$ cat src/rtl/cheri_pkg.sv
// Shared types and constants for the CHERIoT background-engine LSU responder.
package cheri_pkg;

  typedef enum logic [2:0] {
    IDLE = 3'd0,
    REQ0 = 3'd1,
    REQ1 = 3'd2,
    WRSP = 3'd3,
    ERR  = 3'd4
  } bglsu_state_e;

  localparam logic [31:0] CAP_MSW_OFFSET = 32'd4;
  localparam logic [3:0]  OBI_BE_WORD    = 4'hf;

  // Word accesses need 4-byte alignment, capabilities need 8-byte alignment.
  function automatic logic bglsu_misaligned(input logic [31:0] addr, input logic is_cap);
    return (addr[1:0] != 2'b00) || (is_cap && addr[2]);
  endfunction

endpackage

$ cat src/rtl/cheri_bglsu_resp.sv
// Responder for background-engine (TBRE/STKZ) LSU requests. Runs one word or
// one capability (two words, LSW then MSW) on the OBI data bus at a time,
// yielding to the CPU LSU whenever it is busy at accept time.
module cheri_bglsu_resp
  import cheri_pkg::*;
#(
  parameter bit CHERIoTEn = 1'b1,
  parameter bit AlignChk  = 1'b1
) (
  input  logic        clk_i,
  input  logic        rst_ni,
  input  logic        tbre_lsu_req_i,
  input  logic        tbre_lsu_is_cap_i,
  input  logic        tbre_lsu_we_i,
  input  logic [31:0] tbre_lsu_addr_i,
  input  logic [32:0] tbre_lsu_wdata_i,
  input  logic        cpu_lsu_busy_i,
  output logic        lsu_tbre_sel_o,
  output logic        lsu_tbre_req_done_o,
  output logic        lsu_tbre_addr_incr_o,
  output logic        lsu_tbre_resp_valid_o,
  output logic        lsu_tbre_resp_err_o,
  output logic        lsu_tbre_resp_is_wr_o,
  output logic [32:0] lsu_tbre_raw_lsw_o,
  output logic        data_req_o,
  input  logic        data_gnt_i,
  output logic        data_we_o,
  output logic [3:0]  data_be_o,
  output logic [31:0] data_addr_o,
  output logic [32:0] data_wdata_o,
  input  logic        data_rvalid_i,
  input  logic        data_err_i,
  input  logic [32:0] data_rdata_i
);

  bglsu_state_e state_q, state_d;

  logic [31:0] addr_q;
  logic        we_q, cap_q, err_q, w0_seen_q, err_ph_q;
  logic [32:0] lsw_q;
  logic [1:0]  outst_q;

  logic        accept, misal, bus_req, gnt_ok, rv_ok, resp_bus;
  logic [31:0] word_addr;

  // When the feature is disabled nothing is ever accepted, so every output
  // stays at its reset value.
  assign accept   = CHERIoTEn && (state_q == IDLE) && tbre_lsu_req_i && !cpu_lsu_busy_i;
  assign misal    = AlignChk && bglsu_misaligned(tbre_lsu_addr_i, tbre_lsu_is_cap_i);
  assign bus_req  = (state_q == REQ0) || (state_q == REQ1);
  assign gnt_ok   = bus_req && data_gnt_i;
  // rvalid only counts against our own outstanding grants; stale responses
  // arriving after a reset land in IDLE with outst_q == 0 and are dropped.
  assign rv_ok    = data_rvalid_i && (outst_q != 2'd0) &&
                    ((state_q == REQ1) || (state_q == WRSP));
  // The last response is the one that drains the outstanding counter in WRSP.
  assign resp_bus = (state_q == WRSP) && rv_ok && (outst_q == 2'd1);
  assign word_addr = (state_q == REQ1) ? (addr_q + CAP_MSW_OFFSET) : addr_q;

  // State register
  always_ff @(posedge clk_i or negedge rst_ni) begin
    if (!rst_ni) state_q <= IDLE;
    else         state_q <= state_d;
  end

  // Next-state logic
  always_comb begin
    state_d = state_q;
    case (state_q)
      IDLE:    if (accept) state_d = misal ? ERR : REQ0;
      REQ0:    if (data_gnt_i) state_d = cap_q ? REQ1 : WRSP;
      REQ1:    if (data_gnt_i) state_d = WRSP;
      WRSP:    if (resp_bus) state_d = IDLE;
      ERR:     if (err_ph_q) state_d = IDLE;
      default: state_d = IDLE;
    endcase
  end

  // Transaction context, error accumulation, word-0 capture and outstanding count
  always_ff @(posedge clk_i or negedge rst_ni) begin
    if (!rst_ni) begin
      addr_q    <= '0;
      we_q      <= 1'b0;
      cap_q     <= 1'b0;
      err_q     <= 1'b0;
      w0_seen_q <= 1'b0;
      lsw_q     <= '0;
      outst_q   <= '0;
      err_ph_q  <= 1'b0;
    end else begin
      if (accept) begin
        addr_q    <= tbre_lsu_addr_i;
        we_q      <= tbre_lsu_we_i;
        cap_q     <= tbre_lsu_is_cap_i;
        err_q     <= 1'b0;
        w0_seen_q <= 1'b0;
        lsw_q     <= '0;
      end
      if (rv_ok) begin
        err_q     <= err_q | data_err_i;
        w0_seen_q <= 1'b1;
        if (!w0_seen_q) lsw_q <= data_rdata_i;
      end
      case ({gnt_ok, rv_ok})
        2'b10:   outst_q <= outst_q + 2'd1;
        2'b01:   outst_q <= outst_q - 2'd1;
        default: outst_q <= outst_q;
      endcase
      // ERR spends one cycle reporting req_done, then one reporting the response.
      err_ph_q <= (state_q == ERR) && !err_ph_q;
    end
  end

  // Outputs: bus drive, handshake pulses and response fields, all zero when idle
  always_comb begin
    lsu_tbre_sel_o        = (state_q != IDLE);
    lsu_tbre_req_done_o   = 1'b0;
    lsu_tbre_addr_incr_o  = 1'b0;
    lsu_tbre_resp_valid_o = 1'b0;
    lsu_tbre_resp_err_o   = 1'b0;
    lsu_tbre_resp_is_wr_o = 1'b0;
    lsu_tbre_raw_lsw_o    = '0;
    data_req_o            = bus_req;
    data_we_o             = 1'b0;
    data_be_o             = '0;
    data_addr_o           = '0;
    data_wdata_o          = '0;

    if (bus_req) begin
      data_we_o    = we_q;
      data_be_o    = OBI_BE_WORD;
      data_addr_o  = {word_addr[31:2], 2'b00};
      data_wdata_o = tbre_lsu_wdata_i;
    end

    case (state_q)
      REQ0: begin
        lsu_tbre_req_done_o  = data_gnt_i && !cap_q;
        lsu_tbre_addr_incr_o = data_gnt_i && cap_q;
      end
      REQ1: lsu_tbre_req_done_o = data_gnt_i;
      ERR: begin
        lsu_tbre_req_done_o   = !err_ph_q;
        lsu_tbre_resp_valid_o = err_ph_q;
        lsu_tbre_resp_err_o   = err_ph_q;
        lsu_tbre_resp_is_wr_o = err_ph_q && we_q;
      end
      default: ;
    endcase

    if (resp_bus) begin
      lsu_tbre_resp_valid_o = 1'b1;
      lsu_tbre_resp_err_o   = err_q | data_err_i;
      lsu_tbre_resp_is_wr_o = we_q;
      lsu_tbre_raw_lsw_o    = we_q ? 33'd0 : (cap_q ? lsw_q : data_rdata_i);
    end
  end

endmodule

$ cat config.mk
export PLATFORM = sky130hd
export DESIGN_NAME = cheri_bglsu_resp
export DESIGN_NICKNAME = d
export VERILOG_FILES = /design/src/rtl/cheri_pkg.sv /design/src/rtl/cheri_bglsu_resp.sv
export SDC_FILE = /design/constraint.sdc
export NUM_CORES = 1
export LEC_CHECK = 0
export CELL_PAD_IN_SITES_DETAIL_PLACEMENT = 0
export CELL_PAD_IN_SITES_GLOBAL_PLACEMENT = 1
export CORE_ASPECT_RATIO = 1.2
export CORE_MARGIN = 5
export CORE_UTILIZATION = 29
export CTS_BUF_LIST = sky130_fd_sc_hd__clkbuf_4
export DETAILED_ROUTE_END_ITERATION = 6
export PLACE_DENSITY = 0.85
export SLEW_MARGIN = 10
export SYNTH_ARGS = -nofsm -noshare
export SYNTH_HDL_FRONTEND = slang
export SYNTH_SLANG_ARGS = --single-unit
$ cat constraint.sdc
create_clock -name clk_i -period 3.4 [get_ports clk_i]
set_input_delay 0.85 -clock clk_i [delete_from_list [all_inputs] [get_ports clk_i]]
set_output_delay 0.85 -clock clk_i [all_outputs]
set_load 0.01 [all_outputs]
==> summary.txt <==
Run status
  – Run status: complete, no violations

Setup path
  – Top delay family on crit path: simple AND/OR/NAND/NOR gates
  – Buffers plus inverters on the worst setup path: 2
  – CP peak stage delay: just under 600 ps
  – CP Capture Type: output pin
  – Worst path most repeated cell: or4_4
  – CP max stage cell: or4_4
  – Worst setup path category: reg -> out
  – Max FO, Critical Path: 5
  – Worst Setup Start Kind: flop
  – Crit path cell chain: nand4bb_4 > or4_4 > buf_6 > or4_4 > a21oi_2 > buf_2
  – Worst path arrival time: approximately 2500 ps
  – Critical Path RT: 2550 ps

Route
  – ANT nets after route: 0
  – Via count: about 4800
  – First-pass iteration count of the detailed router: 4
  – Total Wirelength: 15.4 mm
  – First DRT Iteration DRCs: around 230
  – Drt drc: 0
  – Drt wl/cell: between 10 and 15 um
  – Vias per cell: about 4.7

Global route
  – Initial antenna violation count: 0
  – First-pass GRT wire length: approximately 25 mm
  – Total track usage: between 15 and 20%
  – Total gr overflow: 0
  – Largest net degree at the start of global routing: 67
  – Vias in the first global route: just under 5000

STA
  – Min Tclk post-route: between 3000 and 4000 ps
  – Worst-margin pin slew: about 660 ps
  – Setup TNS: 0 ps
  – RSZ-0062 raised after global routing: true
  – Final Hold Vio Count: 0
  – Max Clock Skew: about 13 ps
  – Fin crit share: between 90 and 100%
  – Rel. slew slack: between 50% and 60%
  – Final setup viols: 0
  – Final hold slack: 435 ps
  – Setup ws final: 21.0 ps
  – Number of max-slew violations in the final report: 0
  – FMAX: 296 MHz

Die
  – Starting Density: 29.4%
  – Die area: 18400 um2
  – Row count: 50
  – Die W: ~120 um
  – I/O pin cnt: 217
  – Die Height: approximately 150 um
  – Placeable Area: between 15000 and 20000 um2

CTS
  – Clock-pin slew on the worst setup and hold paths: approximately 130 ps
  – # clock sinks: 73
  – Max Buffers Root-to-Sink: 2
  – Clock Tree Root: clkbuf_4
  – CTS Hold Bufs: 0
  – CTS tree: built
  – CTS buffer count: 9
  – H-tree depth: 3
  – Worst skew pair latency: roughly 420 ps

Logic synthesis
  – Synthesis-stage register bit count: 73
  – Unique masters post-synth: 47
  – Synth async-reset ratio: 100%
  – Post-Syn Area: ~4600 um2
  – Seq/Total Area, Yosys: around two fifths
  – Synthesized area per cell: 7.78 um2
  – Top FF cell, synth: dfrtp_1
  – Count of yosys warnings during synthesis: 0
  – Most frequent cell after synthesis: nand2_1
  – Synth top area cells: dfrtp_1, nand2_1, mux2i_1
  – Post-Synthesis Cells: slightly below 600
  – Synth top cells by count: nand2_1, dfrtp_1, nor2_1, o21ai_0, mux2i_1
  – Synth top area share: 40.0%
  – Synth area leader: dfrtp_1
  – EDFF count, synth: 0

Power and ir drop
  – Int Pwr: between 2 and 3 mW
  – Reg power frac: between 20% and 30%
  – Clock share of power: 9.8%
  – Net Sw Frac: between 40% and 50%
  – Worst VDD drop: around 0.25 mV
  – Net Sw Power: 2.12 mW
  – Comb pwr share: about three fifths
  – LEAKAGE: roughly 3.8 nW
  – Power density over the cells: a little under 700 nW/um2

Flow run
  – Max cap viols: 0

Layout
  – Final Cell Area: between 7000 and 8000 um2
  – Syn-to-layout area delta: 61.6%
  – Layout cell share with drive strength beyond 1: a little over an eighth
  – N_diodes: 0
  – Nets: 926
  – Final cell count without fillers: 1028

Place
  – HPWL after DPL: approximately 11 mm
  – Placed cells: about 1000
  – Routability cong.: between 0.8 and 0.9
  – # port buffers: about 210
  – Area after DPL: 7100 um2
  – Post-place setup slack: -255 ps

Min path
  – Hold Crit Class: in -> async
[through the flow]
| stage | utilization, % | power [mW] |
|---|---|---|
| after floorplan | - | 3.00 |
| after global placement | 45.8 | 4.50 |
| after detailed placement | 45.8 | 4.53 |
| after CTS | 46.9 | 5.07 |
| after global routing | 47.5 | 5.40 |
| final | 47.5 | 4.97 |
[flip-flops by register name (all words and copies together), names as in the netlist]
| register | count |
|---|---|
| we_q | 1 |
| outst_q | 2 |
| err_ph_q | 1 |
| addr_q | 30 |
| cap_q | 1 |
| lsw_q | 33 |
| err_q | 1 |
| w0_seen_q | 1 |
| state_q | 3 |
[area by class of cell]
type | instances | area (um2)
clock inverters | 6 | 43.8
well taps | 208 | 260
clock buffers | 10 | 75.1
inverters | 8 | 35.0
repair buffers | 258 | 2460
fillers | 1596 | 8140
flip-flops and latches | 73 | 1830
multi-input cells | 465 | 2670
[layer usage]
| metal | share of wire, % | track usage, % | up-vias |
|---|---|---|---|
| met3 | 6.0 | 4.30 | 13 |
| li1 | - | - | 2402 |
| met4 | 1.3 | 4.17 | 0 |
| met2 | 48 | 27.7 | 158 |
| met5 | 0 | 0 | - |
| met1 | 44 | 20.9 | 2242 |
[cells by family (layout without fill, tap and decap cells)]
group	count (synthesis)	count (layout)	synth area share [%]
multiplexers	43	43	9.43
adder cells (fa/ha/maj)	4	4	1.10
buffers and inverters	51	282	4.88
AO/OA/AOI/OAI	72	72	8.77
XOR/XNOR	10	10	1.92
other	1	2	0.0822
flip-flops	73	73	40.0
AND/OR/NAND/NOR	333	334	33.8
[cells in the final DEF, fill, tap and decap left out, types with 3 or more instances in the layout]
master | Yosys | layout
a22oi_1 | 3 | 3
nand4_1 | 8 | 8
xor2_1 | 3 | 3
and2_1 | 36 | 36
nand2b_1 | 3 | 3
or3_1 | 10 | 9
a21oi_1 | 14 | 10
dlymetal6s2s_1 | 0 | 23
nor2_1 | 47 | 47
buf_12 | 0 | 4
clkbuf_4 | 0 | 10
nand3_1 | 10 | 10
buf_6 | 1 | 3
dlygate4sd2_1 | 0 | 50
and3_1 | 5 | 5
o21ai_0 | 44 | 44
mux2i_1 | 43 | 43
nor3_1 | 4 | 3
ha_1 | 4 | 3
clkdlybuf4s50_1 | 0 | 120
or4_4 | 1 | 6
or4_1 | 7 | 3
clkbuf_2 | 0 | 8
xnor2_1 | 7 | 6
buf_2 | 1 | 10
o31ai_1 | 4 | 4
clkinvlp_4 | 0 | 4
a21oi_2 | 0 | 4
dfrtp_1 | 73 | 71
nand2_1 | 183 | 182
inv_1 | 7 | 7
buf_4 | 6 | 37
[path summary, 6_finish.rpt]
path | slack, ps | cells after the start | endpoint | from
worst max-delay path | 20 | 6 | data_addr_o[24] | state_q[2]
worst min-delay path | 440 | 1 | lsw_q[10] | rst_ni
worst max register to register | 950 | 5 | state_q[2] | state_q[2]
worst min register to register | 500 | 2 | outst_q[1] | outst_q[1]
max in group asynchronous | 2310 | 2 | outst_q[0] | rst_ni
min in group clk_i | 500 | 2 | outst_q[1] | outst_q[1]
[worst reg2reg max path, delay by kind of cell (launching register included)]
family          cells  cell delay, ps
compound gates      1             230
buf+inv             2             490
flops               1             400
simple gates        2            1250
[repair_timing]
| action | 4_1_cts | 5_1_grt |
|---|---|---|
| cloned | 2 | 0 |
| pin swaps | 5 | 17 |
| setup endpoints to repair | 96 | 66 |
| gates resized for setup | 109 | 67 |
| buffers inserted | 6 | 2 |
[power groups by stage]
stage	Sequential (mW)	Combinational [mW]	Clock, mW
after CTS	1.46	3.09	0.517
after global placement	1.46	3.04	0
after detailed placement	1.46	3.07	0
after floorplan	1.41	1.59	0
after global routing	1.52	3.32	0.557
final	1.46	3.02	0.490
Power figures use the tool's default switching activity.
